==> config.mk <==
export PLATFORM = sky130hd
export DESIGN_NAME = zapper_hit_detect
export DESIGN_NICKNAME = d
export VERILOG_FILES = /design/src/rtl/zapper_hit_detect.sv
export SDC_FILE = /design/constraint.sdc
export NUM_CORES = 1
export LEC_CHECK = 0
export ABC_AREA = 1
export BUFFER_PORTS_ARGS = -buffer_cell sky130_fd_sc_hd__buf_2
export CAP_MARGIN = 5
export CORE_MARGIN = 3
export CORE_UTILIZATION = 60
export DETAILED_ROUTE_END_ITERATION = 6
export HOLD_SLACK_MARGIN = 0.12
export PLACE_DENSITY = 0.88
export SETUP_SLACK_MARGIN = 0.02
export SYNTH_ARGS = -nofsm -noshare
export SYNTH_HDL_FRONTEND = slang
export SYNTH_SLANG_ARGS = --single-unit
==> constraint.sdc <==
create_clock -name pclk -period 3.3 [get_ports pclk]
set_input_delay 0.165 -clock pclk [delete_from_list [all_inputs] [get_ports pclk]]
set_output_delay 0.165 -clock pclk [all_outputs]
set_load 0.005 [all_outputs]
==> src/rtl/zapper_hit_detect.sv <==
// ---------------------------------------------------------------------------
// zapper_hit_detect
//
// Light-gun ("zapper") sensor sitting on the composited video bus at the end
// of the draw chain. A trigger latches a WIN x WIN window centred on the aim
// point. The block then waits for the next frame start and counts bright
// pixels inside the window during that frame. When the frame's active area
// ends (first vblnk pixel), it reports hit/miss.
//
// Parameters
//   WIN        window side in pixels (power of two, 2..32)
//   THRESHOLD  minimum R+G+B (4-bit channels) for a bright pixel
//   MIN_COUNT  bright-pixel count at or above which the shot is a hit
//   COUNT_W    width of bright_count (must hold WIN*WIN)
//
// Ports
//   pclk          pixel clock
//   rst_n         asynchronous active-low reset
//   video_bus_in  video bus {hcount, vcount, hsync, vsync, hblnk, vblnk, rgb}
//   trigger       shot request, sampled every cycle
//   aim_x/aim_y   crosshair position, latched when the trigger is accepted
//   busy          high from trigger acceptance until hit_valid
//   hit_valid     one-cycle result strobe
//   hit           result, held until the next hit_valid
//   bright_count  bright pixels counted in the last shot, held
//   video_bus_out (only with ZAPPER_HIT_OVERLAY_EN) bus delayed by one
//                 register stage, window border drawn red while busy
//
// Optional feature macro: ZAPPER_HIT_OVERLAY_EN
// ---------------------------------------------------------------------------

// Video bus layout (video_bus.h field macros)
`ifndef BUS_WIDTH
`define BUS_WIDTH 37
`endif
`ifndef VB_HCOUNT
`define VB_HCOUNT(b) b[37:27]
`endif
`ifndef VB_VCOUNT
`define VB_VCOUNT(b) b[26:16]
`endif
`ifndef VB_HSYNC
`define VB_HSYNC(b) b[15]
`endif
`ifndef VB_VSYNC
`define VB_VSYNC(b) b[14]
`endif
`ifndef VB_HBLNK
`define VB_HBLNK(b) b[13]
`endif
`ifndef VB_VBLNK
`define VB_VBLNK(b) b[12]
`endif
`ifndef VB_RGB
`define VB_RGB(b) b[11:0]
`endif
`ifndef VB_PACK
`define VB_PACK(hc, vc, hs, vs, hb, vb, rgb) {hc, vc, hs, vs, hb, vb, rgb}
`endif

module zapper_hit_detect #(
   parameter int unsigned WIN       = 8,
   parameter int unsigned THRESHOLD = 36,
   parameter int unsigned MIN_COUNT = 4,
   parameter int unsigned COUNT_W   = 11
) (
   input  logic                  pclk,
   input  logic                  rst_n,
   input  logic [`BUS_WIDTH:0]   video_bus_in,
   input  logic                  trigger,
   input  logic [10:0]           aim_x,
   input  logic [10:0]           aim_y,
   output logic                  busy,
   output logic                  hit_valid,
   output logic                  hit,
   output logic [COUNT_W-1:0]    bright_count
`ifdef ZAPPER_HIT_OVERLAY_EN
   ,
   output logic [`BUS_WIDTH:0]   video_bus_out
`endif
);

   localparam logic signed [11:0] HALF    = 12'(WIN / 2);
   localparam logic [COUNT_W-1:0] MAX_CNT = COUNT_W'(WIN * WIN);
   localparam logic [COUNT_W-1:0] MIN_CNT = COUNT_W'(MIN_COUNT);
   localparam logic [5:0]         THR     = 6'(THRESHOLD);

   typedef enum logic [1:0] {
      IDLE,
      ARM,
      SCAN,
      REPORT
   } state_t;

   state_t state;

   // Bus fields
   logic [10:0] hcount;
   logic [10:0] vcount;
   logic        hblnk;
   logic        vblnk;
   logic [11:0] rgb;
   logic        sync_unused;

   assign hcount      = `VB_HCOUNT(video_bus_in);
   assign vcount      = `VB_VCOUNT(video_bus_in);
   assign hblnk       = `VB_HBLNK(video_bus_in);
   assign vblnk       = `VB_VBLNK(video_bus_in);
   assign rgb         = `VB_RGB(video_bus_in);
   assign sync_unused = `VB_HSYNC(video_bus_in) ^ `VB_VSYNC(video_bus_in);

   // Latched window bounds (signed so windows may hang off the top/left)
   logic signed [11:0] x_lo, x_hi, y_lo, y_hi;
   logic [COUNT_W-1:0] count;

   logic signed [11:0] px, py;
   logic [5:0]         rgb_sum;
   logic               in_win;
   logic               bright;
   logic               count_pix;
   logic               frame_start;

   assign px          = $signed({1'b0, hcount});
   assign py          = $signed({1'b0, vcount});
   assign rgb_sum     = {2'b00, rgb[11:8]} + {2'b00, rgb[7:4]} + {2'b00, rgb[3:0]};
   assign bright      = (rgb_sum >= THR);
   assign in_win      = (px >= x_lo) && (px <= x_hi) && (py >= y_lo) && (py <= y_hi);
   assign count_pix   = in_win && !hblnk && !vblnk && bright;
   assign frame_start = (hcount == 11'd0) && (vcount == 11'd0);

   always_ff @(posedge pclk or negedge rst_n) begin
      if (!rst_n) begin
         state        <= IDLE;
         busy         <= 1'b0;
         hit_valid    <= 1'b0;
         hit          <= 1'b0;
         bright_count <= '0;
         count        <= '0;
         x_lo         <= '0;
         x_hi         <= '0;
         y_lo         <= '0;
         y_hi         <= '0;
      end else begin
         hit_valid <= 1'b0;
         case (state)
            IDLE: begin
               if (trigger) begin
                  x_lo  <= $signed({1'b0, aim_x}) - HALF;
                  x_hi  <= $signed({1'b0, aim_x}) + HALF - 12'sd1;
                  y_lo  <= $signed({1'b0, aim_y}) - HALF;
                  y_hi  <= $signed({1'b0, aim_y}) + HALF - 12'sd1;
                  count <= '0;
                  busy  <= 1'b1;
                  state <= ARM;
               end
            end

            ARM: begin
               // The frame-start pixel is only on the bus during this cycle,
               // so it is counted here rather than one cycle later in SCAN.
               if (frame_start) begin
                  count <= count_pix ? COUNT_W'(1) : '0;
                  state <= SCAN;
               end
            end

            SCAN: begin
               // Result is registered on the first vblnk pixel so that
               // hit_valid appears exactly one cycle after it; the REPORT
               // state is the cycle in which the strobe is visible.
               if (vblnk) begin
                  hit_valid    <= 1'b1;
                  hit          <= (count >= MIN_CNT);
                  bright_count <= count;
                  busy         <= 1'b0;
                  state        <= REPORT;
               end else if (count_pix && (count != MAX_CNT)) begin
                  count <= count + COUNT_W'(1);
               end
            end

            REPORT: begin
               state <= IDLE;
            end

            default: state <= IDLE;
         endcase
      end
   end

`ifdef ZAPPER_HIT_OVERLAY_EN
   logic               on_border;
   logic               x_edge, y_edge;
   logic               x_in, y_in;
   logic [`BUS_WIDTH:0] bus_mod;

   assign x_in      = (px >= x_lo) && (px <= x_hi);
   assign y_in      = (py >= y_lo) && (py <= y_hi);
   assign x_edge    = (px == x_lo) || (px == x_hi);
   assign y_edge    = (py == y_lo) || (py == y_hi);
   assign on_border = busy && !hblnk && !vblnk && ((x_edge && y_in) || (y_edge && x_in));

   always_comb begin
      bus_mod = video_bus_in;
      if (on_border) begin
         `VB_RGB(bus_mod) = 12'hF00;
      end
   end

   always_ff @(posedge pclk or negedge rst_n) begin
      if (!rst_n) begin
         video_bus_out <= '0;
      end else begin
         video_bus_out <= bus_mod;
      end
   end
`endif

endmodule
---- Word level (Yosys, flattened, before mapping) ----
Index checks and enable logic that the tools add are counted.
storage, ports and cells
  input bits .............................. 63
  bits in registers ....................... 75
  word-level logic and storage cells ...... 69
cells by class
  muxes and demuxes ....................... 15
  reduce and logical (&&, ||, !) cells .... 20
  equal/unequal tests ..................... 9
  $add $sub $neg .......................... 9
  $lt $le $gt $ge ......................... 6
operators with widths
  cell                                                  count
  two-way mux 11 bit                                    4
  one-hot mux 11 bit (3 select lines)                   1
  adder 11 x 3 -> 12 bit, second input constant         2
  >= comparator 12 bit                                  2
  less-or-equal comparator 12 bit                       2
  subtractor 11 x 3 -> 12 bit, second input constant    2
  subtractor 12 x 2 -> 12 bit, second input constant    2
  logical NOT 11 bit                                    2
  adder 11 x 1 -> 11 bit, second input constant         1
  >= comparator 11 x 3 -> 1 bit, second input constant  1
  != test 11 x 7 -> 1 bit, second input constant        1
  != test 2 bit, second input constant                  5
  logical AND 1 bit                                     8
  one-hot mux 2 bit (4 select lines)                    1
  adder 5 x 4 -> 6 bit                                  1
  >= comparator 6 bit, second input constant            1
  two-way mux 2 bit                                     3
  AND reduction 3 bit                                   2
  adder 4 x 4 -> 5 bit                                  1
  two-way mux 1 bit                                     5
  AND reduction 5 bit                                   1
  == test 2 bit, second input constant                  2
  AND reduction 2 bit                                   2
  nonzero test 3 bit                                    1
  other kinds (5)                                       6

---- Depth between registers and ports, before layout ----
Gate-level depths: netlist (run 1).
  depth after elaboration ................. 11
  mapped depth ............................ 18
  gate-level depth less buffers ........... 17

---- Least setup slack after synthesis (run 1) ----
No wires, ideal clock.
  path type ............................... input to register
  start ................................... input video_bus_in[1]
  end ..................................... register count[2]
  arrival ................................. 2.218 ns
  setup slack ............................. 0.965 ns
  stages .................................. 15
  setup time .............................. 0.117 ns
  buffers on the path ..................... 1
  cell sequence ........................... fa_1 > ha_1 > fa_1 > inv_1 > o21ai_0 > nand2_1 > a21oi_1 > nand2_1 > nor2_2 > nand3_1 > nand2_2 > nand2_2 > buf_6 > nand2_1 > nand2_1
on the way
  cells in the longest elaborated chain, start to end .. 6
ends and longest elaborated chain
  item                                  line  source
  from (decl)                           69    input logic [`BUS_WIDTH:0] video_bus_in,
  adder 5 x 4 -> 6 bit                  125   assign rgb_sum = {2'b00, rgb[11:8]} + {2'b00, rgb[7:4]} + {2'b00, rgb[3:0]};
  >= comparator 6 bit                   126   assign bright = (rgb_sum >= THR);
  logical AND 1 bit                     128   assign count_pix = in_win && !hblnk && !vblnk && bright;
  logical AND 1 bit                     177   end else if (count_pix && (count != MAX_CNT)) begin
  != test 2 bit (no source line)        -
  AND reduction 5 bit (no source line)  -
  to (signal assigned)                  162   count <= count_pix ? COUNT_W'(1) : '0;
  to (signal assigned)                  178   count <= count + COUNT_W'(1);
  to (decl)                             114   logic [COUNT_W-1:0] count;
No other way between the ends.
A chain may end at the register's enable or synchronous reset.

---- Worst setup path in the final report (run 1) ----
  start ................................... register state[0]
  end ..................................... register count[5]
on the way
  cells in the longest elaborated chain, start to end .. 3
  elaborated cells between the ends (all ways) .. 10
  classes of those cells .................. 6 x eq/ne; 1 x mux; 3 x reduce/logical
ends and longest elaborated chain
  item                                                                         line  source
  from (decl)                                                                  95    state_t state;
  from (signal assigned)                                                       133   state <= IDLE;
  from (signal assigned)                                                       154   state <= ARM;
  from (signal assigned)                                                       163   state <= SCAN;
  == test 2 bit (tied with other cells)                                        145   case (state)
  != test 2 bit (no source line) / nonzero test 3 bit (equally long branches)  -
  AND reduction 5 bit (no source line)                                         -
Several ways; a longest one is shown, not always the timed one.

==> results of run 1 <==
## critical path, delay by kind of cell, from the launching register on
| family | cells | cell delay (ns) |
|---|---|---|
| fa+ha+maj | 1 | 0.29 |
| flops | 1 | 0.42 |
| compound gates | 1 | 0.31 |
| buf+inv | 2 | 0.31 |
| simple gates | 6 | 1.10 |
## routing by layer
metal	GRT usage	wire, um
met1	0.311	5140
met5	0	0
met4	0.104	300
met2	0.456	6010
met3	0.0449	720
## through the flow
step | cell area, um2 | cells | hold WS [ns] | power, mW
floorplan | 5210 | 696 | -0.131 | 2.67
global placement | 5670 | 863 | 0.374 | 2.98
detailed placement | 5670 | 863 | 0.393 | 3.12
CTS | 5970 | 888 | 0.121 | 3.91
global route | 5970 | 888 | 0.141 | 4.27
finish | 5970 | 888 | 0.129 | 3.91
## synth_stat cells (6+ instances only)
| library cell | instances |
|---|---|
| a21oi_1 | 29 |
| clkbuf_1 | 13 |
| dfrtp_1 | 75 |
| ha_1 | 59 |
| inv_1 | 123 |
| nand2_1 | 159 |
| nand3_1 | 35 |
| nand4_1 | 9 |
| nor2_1 | 60 |
| nor3_1 | 11 |
| nor4_1 | 8 |
| o21ai_0 | 53 |
| o22ai_1 | 12 |
| xor2_1 | 6 |
## final timing paths
| path | startpoint | end | slack [ns] | depth (start not counted) |
|---|---|---|---|---|
| setup reg to reg | state[0]$_DFFE_PN0P_ | count[5]$_DFFE_PN0P_ | 0.75 | 10 |
| max in group asynchronous | rst_n | y_lo[0]$_DFFE_PN0P_ | 1.96 | 3 |
| hold / removal | aim_y[6] | y_hi[6]$_DFFE_PN0P_ | 0.13 | 3 |
| setup / recovery | state[0]$_DFFE_PN0P_ | count[5]$_DFFE_PN0P_ | 0.75 | 10 |
| min in group asynchronous | rst_n | bright_count[10]$_DFFE_PN0P_ | 0.51 | 2 |
| hold reg to reg | bright_count[9]$_DFFE_PN0P_ | bright_count[9]$_DFFE_PN0P_ | 0.49 | 2 |
## power by group
part | internal, mW | total [mW] | leakage, nW | switching (mW)
Sequential | 1.23 | 1.38 | 0.956 | 0.151
Combinational | 0.660 | 1.78 | 2.13 | 1.12
Clock | 0.378 | 0.753 | 0.0999 | 0.375
Total | 2.27 | 3.91 | 3.18 | 1.64
## registers in the layout, summed over array words and instances (netlist names)
name and flops:
bright_count 11, busy 1, count 11, hit 1, hit_valid 1, state 2
x_hi 12, x_lo 12, y_hi 12, y_lo 12
## kinds of logic after synthesis
logic type | Yosys count
AOI/OAI and AO/OA | 112
xor gates and xnor gates | 7
adders and majority gates | 64
buffers and inverters | 141
DFF | 75
and+or+nand+nor | 297
## cell type report
cell class | count | area (um2)
inverter | 125 | 469
clock inverter | 6 | 71.3
multi-input combinational | 480 | 2790
sequential | 75 | 1880
fill | 649 | 2370
clock buffer | 10 | 138
timing repair buffer | 87 | 490
tap | 105 | 131
==> impl_results.md, run 1 <==
- Final Hold Viols: 0
- Port bufs: 74
- Largest family of logic cells by synthesized area: simple AND/OR/NAND/NOR gates
- Mapped Avg Cell Area: 7.49 um2
- Cell area after synthesis: 0.00521 mm2
- Core area: 0.00834 mm2
- Setup TNS: 0 ns
- Share of the synthesized area in the top cell type: 0.360
- Routed Antenna Nets: 0
- Post-synthesis mux area share: 0
- Clk root buf: clkbuf_8
- WL/cell: 13.7 um
- Most frequent CP cell: nand2_1
- Initial Utilization: 0.625
- Number of buffers created by CTS: 9
- Layout cells sized above 1: 0.142
- CTS tree: yes
- Nets: 905
- Most common cell after layout, fill and taps aside: nand2_1
- Maxcap violations: 0
- Worst-Skew Late Latency: 0.36 ns
- Final setup viols: 0
- Number of global-route vias before repair: 4,876
- Final WL: 12.2 mm
- Syn nets: 823
- Drt pass-1 iters: 5
- Gr usage total: 0.258
- Initial antenna violation count: 0
- CTS Sinks: 75
- CP startpoint kind: flop
- DRC Markers: 0
- Leak: 3.18 nW
- Tcrit/Tclk final: 0.772
- First-pass GRT wire length: 20.7 mm
- Setup Skew: 0.0105 ns
- Core Rows: 33
- Clock Pin Slew Worst Setup and Hold Paths: 0.09 ns
- Sequential area share after synthesis: 0.360
- Peak per-stage delay on the critical path: 0.45 ns
- HPWL after DPL: 9.27 mm
- Post-cts sizing count: 0
- Run status: completed
- Slew HR: 0.326
- Unique masters post-synth: 38
- Req. time, crit path: 3.56 ns
- Area added between synthesis and finish: 14.4%
- Compound-Gate Fraction of Synth Area: 0.120
- CP max FO: 20
- Post-route minimum period: 2.55 ns
- Largest net degree at the start of global routing: 53
- CP endpoint kind: flop
- Setup Slack @ Placement: 0.486 ns
- Clock buffer depth: 2
- RSZ-0062 raised after global routing: false
- Fin worst setup slack: 0.754 ns
- Post-Synth Adder-Cell Area: 0.161
- DIE HEIGHT: 99.2 um
- VDD IR-drop max: 326 uV
- FFs w/ async S/R, synth: 1.00
- Simple-gate share of the synthesized area: 0.243
- Number of flops mapped to enable cells by yosys: 0
- Crit Path Class: flop to flop
- Post-synth top flop: dfrtp_1
- Final Util: 0.715
- PD cells: 656 mW/mm2
- Least-Margin Pin Slew: 1.01 ns
- Gr ovfl total: 0
- Ys Warns: 0
- Worst path cell trace: inv_1 > ha_1 > nand2_1 > inv_1 > nor2_1 > nand2_1 > a21oi_4 > nand2_2 > nand2_1 > nand2_1
- Cells after Synth: 696
- Via count: 4,806
- Gpl congestion: 0.864
- Class of the worst hold path: input port to flop
- Initial DRC count: 203
- Synth Area in XOR/XNOR: 0.0118
- Pins Over Slew Limit: 0
- Post-CTS Setup Inserts: 0
- Most frequent cells in the layout: nand2_1 (159), inv_1 (123), dfrtp_1 (75)
- Antenna cells: 0
- Clock H-tree levels: 3
- Die X: 99.2 um
- Fmax: 393 MHz
- Slowest cell on the critical path: nand2_1
- Hold_buf cts: 9
- Top cells by area, synth: dfrtp_1 (36%), ha_1 (14%), nand2_1 (11%)
- Leading area contributor after synthesis: dfrtp_1
- Vias per cell: 5.41
- Crit path DAT: 2.80 ns
- DIE AREA: 0.00984 mm2
- I/O pin total: 77
- Yosys reg bits: 75
No activity file was read; power rests on OpenSTA's default activity.
==> run 2: changes to the inputs <==
--- a/config.mk
+++ b/config.mk
@@ -9,10 +9,10 @@
 export BUFFER_PORTS_ARGS = -buffer_cell sky130_fd_sc_hd__buf_2
 export CAP_MARGIN = 5
 export CORE_MARGIN = 3
-export CORE_UTILIZATION = 60
+export CORE_UTILIZATION = 53
 export DETAILED_ROUTE_END_ITERATION = 6
 export HOLD_SLACK_MARGIN = 0.12
-export PLACE_DENSITY = 0.88
+export PLACE_DENSITY = 0.83
 export SETUP_SLACK_MARGIN = 0.02
 export SYNTH_ARGS = -nofsm -noshare
 export SYNTH_HDL_FRONTEND = slang
==> constraint.sdc (replaced) <==
create_clock -name pclk -period 2.19 [get_ports pclk]
set_input_delay 0.1095 -clock pclk [delete_from_list [all_inputs] [get_ports pclk]]
set_output_delay 0.1095 -clock pclk [all_outputs]
set_load 0.005 [all_outputs]
==> run 2 against run 1 <==
The flow now finishes with violations (setup timing); critical path depth increased by 5; final area grew 4.7%; non-clock buffer count up 17; first-iteration DRC count increased by 31%; sequential cell count did not move; final cell count grew 4.6%; wire length rose by 2.2%; sequential share of layout area down 1.4 points; via count grew 1.7%; clock power rose by 53%; highest routed layer unchanged.
==> impl_results.md, run 2 (synthesis results as in run 1) <==
- Run status: finished with violations
- Failing checks: setup timing
- Nets: 922 (+1.9%)
- M1 WL: 5.64 mm (+9.6%)
- Fin worst setup slack: -0.0132 ns (-0.767 ns)
- Antenna cells: 0 (unchanged)
- DRC Markers: 0 (unchanged)
- Core area: 0.00942 mm2 (+13%)
- Flop2flop setup slack: 0.15 ns (-0.60 ns)
- Initial DRC count: 266 (+31%)
- CTS tree: yes
- Clock buffer depth: 2 (unchanged)
- Logic gate share of total power: 0.469 (+0.015)
- Slew HR: 0.629 (+0.303)
- Post-route minimum period: 2.20 ns
- WL/cell: 13.4 um (-2.3%)
- DIE AREA: 0.0111 mm2 (+12%)
- Pins Over Slew Limit: 0 (unchanged)
- Final setup viols: 3 (+3)
- Initial Utilization: 0.554 (-0.0714)
- Least-Margin Pin Slew: 0.556 ns (-0.455 ns)
- Layout cells sized above 1: 0.156 (+0.0145)
- DIE HEIGHT: 105 um (+6.0%)
- Fmax: 454 MHz
- Final Util: 0.664 (-0.0516)
- Top layer used by detailed routing: met4
- Psw: 2.55 mW (+55%)
- Number of buffers created by CTS: 9 (unchanged)
- Gr ovfl total: 0 (unchanged)
- VDD IR-drop max: 467 uV (+43%)
- Number of global-route vias before repair: 4,817 (-1.2%)
- Clock Pin Slew Worst Setup and Hold Paths: 0.09 ns (about the same)
- Switching Share: 0.422 (+0.00193)
- Most frequent cells in the layout: nand2_1 (159), inv_1 (122), dfrtp_1 (75)
- DP Area: 0.00575 mm2 (+1.4%)
- RSZ-0062 raised after global routing: true
- Initial antenna violation count: 0 (unchanged)
- First-pass GRT wire length: 21.3 mm (+2.8%)
- Setup Skew: 0.0156 ns (+0.00512 ns)
- Req. time, crit path: 2.49 ns (-1.07 ns)
- Most common cell after layout, fill and taps aside: nand2_1
- Clk root buf: clkbuf_8
- HPWL after DPL: 9.38 mm (+1.3%)
- Crit Path Class: input port to flop
- Die X: 105 um (+6.0%)
- Slowest cell on the critical path: fa_1
- CTS Sinks: 75 (unchanged)
- Peak per-stage delay on the critical path: 0.53 ns (+0.08 ns)
- Final Hold Viols: 0 (unchanged)
- Final WL: 12.4 mm (+2.2%)
- Vias per cell: 5.26 (-2.7%)
- PD cells: 968 mW/mm2 (+48%)
- Leak: 3.28 nW (+2.9%)
- Met3 wire len: 538 um (-25%)
- Largest net degree at the start of global routing: 50 (-5.7%)
- Metal2 WL: 5.95 mm (-1.1%)
- Crit path DAT: 2.51 ns (-0.29 ns)
- Via count: 4,890 (+1.7%)
- Clock H-tree levels: 3 (unchanged)
- Most frequent CP cell: nand2_1
- I/O pin total: 77 (unchanged)
- Clock power frac: 0.190 (-0.002)
- Final Power: 6.05 mW (+55%)
- Sequential power share: 0.341 (-0.012)
- Routed Antenna Nets: 0 (unchanged)
- Setup TNS: -0.0240 ns (-0.0240 ns)
- Port bufs: 74 (unchanged)
- Class of the worst hold path: input port to flop
- Tcrit/Tclk final: 1.01
- Pint: 3.50 mW (+54%)
- Worst path cell trace: buf_6 > fa_1 > ha_2 > fa_1 > inv_2 > o21ai_2 > nand2_1 > a21oi_2 > nand2_1 > nor2_2 > nand3_2 > nand2_4 > buf_4 > nand3_1 > nand2_1
- Gpl congestion: 0.848 (-1.9%)
- Worst-Skew Late Latency: 0.37 ns (about the same)
- Area added between synthesis and finish: 19.8%
- Maxcap violations: 0 (unchanged)
- CP max FO: 5 (-75%)
- Final instance area: 0.00625 mm2 (+4.7%)
- Gr usage total: 0.232 (-0.0260)
- CP startpoint kind: input port
- Core Rows: 35 (+6.1%)
- CP endpoint kind: flop
- Drt pass-1 iters: 5 (unchanged)
==> run 2: changes by cell type in the layout (fill, tap and decap cells not counted), moves of 2 or more <==
cell / before / now
nand3_1: 35 / 31
clkinv_4: 0 / 2
dlygate4sd3_1: 9 / 21
buf_2: 74 / 72
buf_6: 0 / 3
buf_12: 0 / 2
buf_4: 4 / 6
nand3_2: 1 / 5
nand2_2: 2 / 0
==> run 2: what timing repair did <==
item / 4_1_cts / 5_1_grt
setup buffers: 0 / 1
resized for setup: 0 / 16
endpoints found under the setup margin: 0 / 12
hold buffers: 21 / 0
endpoints found under the hold margin: 51 / 0
==> run 2: worst max-delay path: cells and delay by family <==
| kind | cells | cell delay [ns] |
|---|---|---|
| adders and majority gates | 3 | 1.21 |
| and+or+nand+nor | 7 | 0.68 |
| buffers and inverters | 3 | 0.29 |
| AOI/OAI and AO/OA | 2 | 0.20 |
==> run 2: per-stage QoR <==
stage	std cells	hold slack (ns)	worst slack, ns
2_1_floorplan	696	-0.186	-0.0148
3_3_place_gp	890	0.117	-0.230
3_5_place_dp	890	0.132	-0.306
4_1_cts	927	0.132	0.0485
5_1_grt	929	0.163	-0.115
6_report	929	0.136	-0.0132
==> run 2: layout make-up <==
cell class,instances,area [um2]
clock buffer,9,124
clock inverter,7,83.8
fill,755,3170
inverter,125,469
multi-input combinational,480,2840
sequential,75,1880
tap,129,161
timing repair buffer,104,689
==> run 2: final timing paths <==
check,startpoint,cells past startpoint,to
setup / recovery,video_bus_in[9],15,count[3]$_DFFE_PN0P_
hold / removal,aim_y[2],3,y_hi[2]$_DFFE_PN0P_
setup reg to reg,x_lo[9]$_DFFE_PN0P_,14,count[3]$_DFFE_PN0P_
hold reg to reg,bright_count[7]$_DFFE_PN0P_,2,bright_count[7]$_DFFE_PN0P_
max in group asynchronous,rst_n,3,x_hi[11]$_DFFE_PN0P_
min in group asynchronous,rst_n,2,bright_count[5]$_DFFE_PN0P_
==> run 2: metal layers <==
metal  global-route usage  vias up
li1                     -     2439
met1                0.310     2265
met2                0.381      157
met3               0.0309       29
met4               0.0900        0
met5                    0        -
==> run 2: power groups by stage <==
stage	Combinational, mW	Clock, mW	Sequential [mW]
floorplan	1.99	0	2.04
global placement	2.48	0	2.07
detailed placement	2.65	0	2.09
CTS	2.71	1.16	2.06
global route	3.29	1.22	2.12
finish	2.83	1.15	2.06
